--- config.mk ---
export PLATFORM = sky130hd
export DESIGN_NAME = fifo_serial_reader_flat
export DESIGN_NICKNAME = d
export VERILOG_FILES = /design/src/rtl/fifo_serial_reader_pkg.sv /design/src/rtl/fifo_serial_reader_if.sv /design/src/rtl/fifo_serial_reader_shreg.sv /design/src/rtl/fifo_serial_reader.sv /design/src/flat_wrapper.sv
export SDC_FILE = /design/constraint.sdc
export NUM_CORES = 1
export LEC_CHECK = 0
export ABC_AREA = 0
export CAP_MARGIN = 15
export CORE_ASPECT_RATIO = 0.6
export CORE_MARGIN = 8
export CORE_UTILIZATION = 25
export CTS_BUF_LIST = sky130_fd_sc_hd__clkbuf_4
export CTS_CLUSTER_DIAMETER = 120
export CTS_CLUSTER_SIZE = 24
export DETAILED_ROUTE_END_ITERATION = 8
export REMOVE_ABC_BUFFERS = 1
export SETUP_SLACK_MARGIN = 0.2
export SYNTH_ARGS = -nofsm -noshare
export SYNTH_HDL_FRONTEND = slang
export SYNTH_SLANG_ARGS = --single-unit
--- constraint.sdc ---
create_clock -name clk -period 4.1 [get_ports clk]
set_input_delay 0.41 -clock clk [delete_from_list [all_inputs] [get_ports clk]]
set_output_delay 0.41 -clock clk [all_outputs]
set_load 0.05 [all_outputs]
--- src/rtl/fifo_serial_reader_pkg.sv ---
// fifo_serial_reader_pkg: constants shared by the FIFO read-side consumer and the FIFO itself
package fifo_pkg;
    localparam int FIFO_WIDTH = 4;
    localparam logic [1:0] ST_IDLE  = 2'd0;
    localparam logic [1:0] ST_SHIFT = 2'd1;
    localparam logic [1:0] ST_GAP   = 2'd2;
endpackage

--- src/rtl/fifo_serial_reader_if.sv ---
// fifo_serial_reader_if: FIFO head and bit-serial link signals of the read-side consumer
interface fifo_serial_reader_if #(parameter int WIDTH = fifo_pkg::FIFO_WIDTH);
    logic [WIDTH-1:0] fifo_data;
    logic fifo_empty_n;
    logic fifo_shift_out;
    logic tx_bit;
    logic tx_valid;
    logic tx_last;
    logic tx_ready;
    modport master (
        input  fifo_data, fifo_empty_n, tx_ready,
        output fifo_shift_out, tx_bit, tx_valid, tx_last
    );
    modport slave (
        output fifo_data, fifo_empty_n, tx_ready,
        input  fifo_shift_out, tx_bit, tx_valid, tx_last
    );
endinterface

--- src/rtl/fifo_serial_reader_shreg.sv ---
// serial_shreg: load/shift-right register with a bit counter flagging the word's last bit
module serial_shreg #(
    parameter int WIDTH = 4
) (
    input  logic             clk,
    input  logic             res,
    input  logic             load,
    input  logic             shift,
    input  logic [WIDTH-1:0] din,
    output logic             q,
    output logic             last
);
    localparam int BW = $clog2(WIDTH);
    logic [WIDTH-1:0] shreg;
    logic [BW-1:0] bitcnt;
    assign q = shreg[0];
    assign last = bitcnt == BW'(WIDTH - 1);
    always_ff @(posedge clk) begin
        if (res) begin
            shreg <= '0;
            bitcnt <= '0;
        end else if (load) begin
            shreg <= din;
            bitcnt <= '0;
        end else if (shift) begin
            shreg <= shreg >> 1;
            bitcnt <= bitcnt + 1'b1;
        end
    end
endmodule

--- src/rtl/fifo_serial_reader.sv ---
// fifo_serial_reader: pops FIFO words and sends them LSB-first over a valid/ready bit-serial link,
// with an idle gap after each word and a wrapping count of completed words
module fifo_serial_reader
    import fifo_pkg::*;
#(
    parameter int WIDTH      = FIFO_WIDTH,
    parameter int GAP_CYCLES = 1,
    parameter int CNT_W      = 16
) (
    input  logic                 clk,
    input  logic                 res,
    input  logic                 en,
    fifo_serial_reader_if.master bus,
    output logic                 busy,
    output logic [CNT_W-1:0]     words_sent
);
    localparam int GW = GAP_CYCLES > 1 ? $clog2(GAP_CYCLES) : 1;
    logic [1:0] state;
    logic [GW-1:0] gapcnt;
    logic pop, accept, last, q;
    // pop is Mealy so the FIFO advances on the same edge the word is captured
    assign pop = (state == ST_IDLE) && en && bus.fifo_empty_n;
    assign accept = bus.tx_valid && bus.tx_ready;
    assign bus.fifo_shift_out = pop;
    assign bus.tx_valid = state == ST_SHIFT;
    assign bus.tx_bit = bus.tx_valid && q;
    assign bus.tx_last = bus.tx_valid && last;
    assign busy = state != ST_IDLE;
    serial_shreg #(.WIDTH(WIDTH)) u_shreg (
        .clk   (clk),
        .res   (res),
        .load  (pop),
        .shift (accept),
        .din   (bus.fifo_data),
        .q     (q),
        .last  (last)
    );
    always_ff @(posedge clk) begin
        if (res) begin
            state <= ST_IDLE;
            gapcnt <= '0;
            words_sent <= '0;
        end else begin
            case (state)
                ST_IDLE: if (pop) state <= ST_SHIFT;
                ST_SHIFT: if (accept && last) begin
                    words_sent <= words_sent + 1'b1;
                    state <= GAP_CYCLES > 0 ? ST_GAP : ST_IDLE;
                    gapcnt <= GW'(GAP_CYCLES > 0 ? GAP_CYCLES - 1 : 0);
                end
                ST_GAP: begin
                    gapcnt <= gapcnt - 1'b1;
                    if (gapcnt == '0) state <= ST_IDLE;
                end
                default: state <= ST_IDLE;
            endcase
        end
    end
endmodule

--- src/flat_wrapper.sv ---
// flat-port wrapper written by rule: the top's interface ports become plain ports
module fifo_serial_reader_flat import fifo_pkg::*;
#(
    parameter int WIDTH      = FIFO_WIDTH,
    parameter int GAP_CYCLES = 1,
    parameter int CNT_W      = 16
)
  (clk, res, en, busy, words_sent, bus_fifo_data, bus_fifo_empty_n, bus_tx_ready, bus_fifo_shift_out, bus_tx_bit, bus_tx_valid, bus_tx_last);
  fifo_serial_reader_if #(.WIDTH(WIDTH)) bus_i ();
  input  logic clk;
  input  logic res;
  input  logic en;
  output logic busy;
  output logic [CNT_W-1:0] words_sent;
  input wire logic [$bits(bus_i.fifo_data)-1:0] bus_fifo_data;
  input wire logic [$bits(bus_i.fifo_empty_n)-1:0] bus_fifo_empty_n;
  input wire logic [$bits(bus_i.tx_ready)-1:0] bus_tx_ready;
  output wire logic [$bits(bus_i.fifo_shift_out)-1:0] bus_fifo_shift_out;
  output wire logic [$bits(bus_i.tx_bit)-1:0] bus_tx_bit;
  output wire logic [$bits(bus_i.tx_valid)-1:0] bus_tx_valid;
  output wire logic [$bits(bus_i.tx_last)-1:0] bus_tx_last;
  assign bus_i.fifo_data = bus_fifo_data;
  assign bus_i.fifo_empty_n = bus_fifo_empty_n;
  assign bus_i.tx_ready = bus_tx_ready;
  assign bus_fifo_shift_out = bus_i.fifo_shift_out;
  assign bus_tx_bit = bus_i.tx_bit;
  assign bus_tx_valid = bus_i.tx_valid;
  assign bus_tx_last = bus_i.tx_last;
  fifo_serial_reader #(.WIDTH(WIDTH), .GAP_CYCLES(GAP_CYCLES), .CNT_W(CNT_W)) u_core (.clk(clk), .res(res), .en(en), .bus(bus_i), .busy(busy), .words_sent(words_sent));
endmodule
Word level (Yosys, flattened, before mapping)

Cells that the tools add are included.

Add/sub/neg operators: 3
Equality and inequality tests: 6
Multiplexer cells: 8
Reductions and logical operators: 14

Operator list:

| kind                                                                   | number |
|---|---|
| 16-bit by 1-bit adder with 16-bit output (second input constant)       | 1 |
| 4-bit two-way mux                                                      | 2 |
| 1-bit logical AND                                                      | 6 |
| 2-bit two-way mux                                                      | 3 |
| 2-bit inequality test (second input constant)                          | 3 |
| 2-bit case mux with 3 select lines                                     | 1 |
| 2-bit nonzero test                                                     | 3 |
| 2-bit equality test (second input constant)                            | 2 |
| 2-bit AND reduction                                                    | 2 |
| 3-bit AND reduction                                                    | 1 |
| 2-bit by 1-bit adder with 2-bit output (second input constant)         | 1 |
| 2-bit by 1-bit equality test with 1-bit output (second input constant) | 1 |
| 2-bit logical NOT                                                      | 1 |
| 1-bit case mux with 2 select lines                                     | 1 |
| 2-bit OR reduction                                                     | 1 |
| 1-bit two-way mux                                                      | 1 |
| 1-bit subtractor (second input constant)                               | 1 |

Bits in registers: 25
Output and inout port bits: 21
Logic and storage cells: 36

Depth between registers and ports, before layout

Word-level depth: 5
Mapped depth: 6
Gate-level depth less buffers: 5

Hierarchy

Synthesis repeated with hierarchy kept, for this count alone.

Cell total of the unflattened synthesis: 127
Area, all modules: 1144.8 sq um

Modules (own cells, without submodules):

| module             | times used | cells each | area each (sq um) | seq. area each (sq um) |
|---|---|---|---|---|
| fifo_serial_reader | 1          | 102        | 879.6             | 380.4 |
| serial_shreg       | 1          | 25         | 265.3             | 120.1 |

Worst setup path after synthesis

Ideal clock, no wire load.

Kind: register -> register
Start: register u_core.words_sent[0]
End: register u_core.words_sent[10]
Library setup time: 70 ps
Arrival time: 2075 ps
Slack: 1955 ps
Stages on the path, launching flop included: 7
Path buffers: 1
Period minus slack after synthesis: 2145 ps
Path through: dfxtp_1 -> ha_1 -> nand2_1 -> or4_1 -> clkbuf_2 -> or3_1 -> a21oi_1

Word-level cells in the longest chain between the ends: 1

Ends and longest elaborated chain:

| element                                  | RTL line                 | source |
|---|---|---|
| start: declaration                       | fifo_serial_reader.sv:15 | `output logic [CNT_W-1:0] words_sent` |
| start signal: assignment                 | fifo_serial_reader.sv:47 | `words_sent <= words_sent + 1'b1;` |
| 16-bit by 1-bit adder with 16-bit output | fifo_serial_reader.sv:47 |  |

Every way passes these cells.
A chain may end at the register's enable or synchronous reset.

Worst setup path in the final report

Start: register u_core.state[0]
End: output bus_tx_bit

Word-level cells in the longest chain between the ends: 2

Ends and longest elaborated chain:

| element                                        | RTL line                 | source |
|---|---|---|
| start: declaration                             | fifo_serial_reader.sv:18 | `logic [1:0] state;` |
| start signal: assignment                       | fifo_serial_reader.sv:48 | `state <= GAP_CYCLES > 0 ? ST_GAP : ST_IDLE;` |
| 2-bit by 1-bit equality test with 1-bit output | fifo_serial_reader.sv:25 | `assign bus.tx_valid = state == ST_SHIFT;` |
| 1-bit logical AND                              | fifo_serial_reader.sv:26 | `assign bus.tx_bit = bus.tx_valid && q;` |
| end: declaration                               | flat_wrapper.sv:19       | `output wire logic [$bits(bus_i.tx_bit)-1:0] bus_tx_bit;` |

Every way passes these cells.

==> impl_metrics.ini <==
[status]
outcome = finished, final reports clean

[clocking]
post_cts_buffers = 0
cts_resized = 0
clk_pin_slew_ns = 0.13
cts_buffers = 3
tritoncts = yes
cts_hold_buf = 0
cts_htree_levels = 1
clock_latency_ns = 0.31
clk_path_buf_depth = 2
cts_root_buffer = clkbuf_4
numClockSinks = 25

[timing]
fmax_mhz = 378
period_needed_ns = 2.64
setup_viol = 0
max_slew_margin_pct = 35.1
tns_ns = 0
fin_skew_ns = 0.00200
period_share_pct = 64.5
layout_setup_ws_ns = 1.46
grt_setup_unrepaired = no
finalHoldViolCount = 0
slew_viol_final = 0
worst_pin_slew_ns = 0.971

[placed_design]
io_buffers = 29
placed_area_sq_mm = 0.00146
routabilityCongestion = 0.709
dp_hpwl_mm = 1.98
dp_slack_ns = 1.54

[drt]
vias = 1005
post_drt_wl_per_cell_um = 12.0
wirelength_mm = 2.68
dr.pass1.iters = 4
antenna_left = 0
route.detailed.drc = 0
viasPerCell = 4.51
first_iter_violations = 37

[finish]
multi_input_area_sq_um = 571
regArea_sq_um = 500
syn2layout_area_growth_pct = 32.8
fillers = 477
antenna_cells = 0
post-route-util_pct = 33.5
nNetsFinal = 172
fin_area_sq_mm = 0.00149
drive_gt1_share_pct = 3.75

[power_and_ir_drop]
p_seq_share_pct = 62.4
switching_power_mw = 0.0945
switching_share_pct = 23.6
p_leak_nw = 0.502
power_density_mw_per_mm2 = 269
p_total_mw = 0.400
pwr-share-comb_pct = 8.9
ir_worst_vdd_v = 0.0000812
clockPowerShare_pct = 28.7
p_int_mw = 0.306

[grt]
grt_pass1_wl_mm = 4.40
antenna_found_initial = 0
overflow = 0
track_usage_pct = 8.00
grt_pass1_vias = 926
grt_max_degree = 26

[synth]
synth_area_leaders = dfxtp_1 45%, a21oi_1 5.8%, or3_1 4.5%
synth_warnings = 0
yosysSeqAreaShare_pct = 44.6
netlist_area_sq_mm = 0.00112
ys_types = 25
synth_cells = 134
synth.avg_cell_area_sq_um = 8.37
synth_top_area_share_pct = 44.6
ys_ff_latch = 25
yosysTopAreaCell = dfxtp_1

[floorplanning]
die-height_um = 67.9
die_area_sq_mm = 0.00695
core_area_sq_mm = 0.00445
rows = 19
die_w_um = 102
initial_utilization_pct = 25.2
io_pins = 30

[worst_setup_path]
critPathLaunchType = flop
cp.required_ns = 3.69
critical_path_class = reg -> out
crit_fanout = 7
critPathArrivalTime_ns = 2.23
end_kind = primary output

[run]
maxCapViolations = 0

[hold_path]
hold_class = reg -> reg
## per-layer routing
| metal | track usage (%) | vias up | wire [um] |
|---|---|---|---|
| met5 | 0 | - | 0 |
| met2 | 11.4 | 22 | 1050 |
| met3 | 4.16 | 2 | 199 |
| li1 | - | 522 | - |
| met4 | 1.63 | 0 | 13 |
| met1 | 10.5 | 459 | 1420 |
## through the flow
stage	cells	hold WS, ns
finish	223	0.480
global route	223	0.505
CTS	223	0.478
detailed placement	219	0.460
global placement	219	0.458
floorplan	127	0.442
## final timing paths
check	cells after the start	slack (ns)	from	endpoint
setup / recovery	3	1.46	u_core.state[0]	bus_tx_bit
hold / removal	2	0.48	u_core.u_shreg.shreg[3]	u_core.u_shreg.shreg[3]
setup reg to reg	5	2.04	u_core.u_shreg.bitcnt[0]	u_core.words_sent[12]
hold reg to reg	2	0.48	u_core.u_shreg.shreg[3]	u_core.u_shreg.shreg[3]
## cells by family (layout without fill, tap and decap cells)
group,count (synthesis),in the layout,synth area share (%)
AO/OA/AOI/OAI,24,24,11.7
XOR/XNOR,8,8,6.25
adder cells (fa/ha/maj),2,2,2.23
buffers and inverters,12,38,4.46
flip-flops,25,25,44.6
multiplexers,1,1,0.893
AND/OR/NAND/NOR,62,62,29.8
## cell usage after synthesis
master    instances
and2_1            2
ha_1              2
nand2_1          12
nor3_1            6
nand3_1           9
clkbuf_2          2
a311oi_1          3
o21ai_0           8
or3_1             8
xor2_1            3
and4b_2           1
or4_1             2
inv_1             5
buf_2             2
dfxtp_1          25
nor2b_1           2
a21oi_1          13
and4_1            1
nor2_1           13
nor4_1            1
nand4_1           4
clkbuf_1          3
xnor2_1           5
nand4b_4          1
mux2i_1           1
## registers in the layout, summed over array words and instances (netlist names)
name and cells:
u_core.words_sent 16, u_core.gapcnt 1, u_core.u_shreg.shreg 4, u_core.u_shreg.bitcnt 2, u_core.state 2
## power by group through the flow
stage / logic [mW] / registers, mW / clock network (mW)
6_report: 0.0357 / 0.250 / 0.115
5_1_grt: 0.0384 / 0.250 / 0.134
4_1_cts: 0.0361 / 0.250 / 0.122
2_1_floorplan: 0.0169 / 0.254 / 0
3_3_place_gp: 0.0359 / 0.255 / 0
3_5_place_dp: 0.0359 / 0.255 / 0
## worst max-delay path: stages, from the launching register on
cell	delay, ns
dfxtp_1	0.48
nor2b_1	0.45
and2_1	0.19
clkdlybuf4s50_1	0.80
## cell usage in the layout, fill, tap and decap left out
| cell type | synthesis | routed |
|---|---|---|
| clkdlybuf4s50_1 | 0 | 29 |
| dfxtp_1 | 25 | 25 |
| nor2_1 | 13 | 13 |
| a21oi_1 | 13 | 13 |
| nand2_1 | 12 | 12 |
| nand3_1 | 9 | 9 |
| o21ai_0 | 8 | 8 |
| or3_1 | 8 | 8 |
| nor3_1 | 6 | 6 |
| inv_1 | 5 | 5 |
| xnor2_1 | 5 | 5 |
| nand4_1 | 4 | 4 |
| clkbuf_4 | 0 | 4 |
| xor2_1 | 3 | 3 |
| a311oi_1 | 3 | 3 |
| nor2b_1 | 2 | 2 |
| and2_1 | 2 | 2 |
| or4_1 | 2 | 2 |
| ha_1 | 2 | 2 |
| and4b_2 | 1 | 1 |
| nor4_1 | 1 | 1 |
| nand4b_4 | 1 | 1 |
| and4_1 | 1 | 1 |
| mux2i_1 | 1 | 1 |
## area by class of cell
type                            count  share of cell area (%)
Inverter                            5                    1.26
Clock buffer                        4                    2.02
Multi-Input combinational cell     97                    38.3
Tap cell                           63                    5.29
Sequential cell                    25                    33.6
Timing Repair Buffer               29                    19.5
Power figures use the tool's default switching activity.
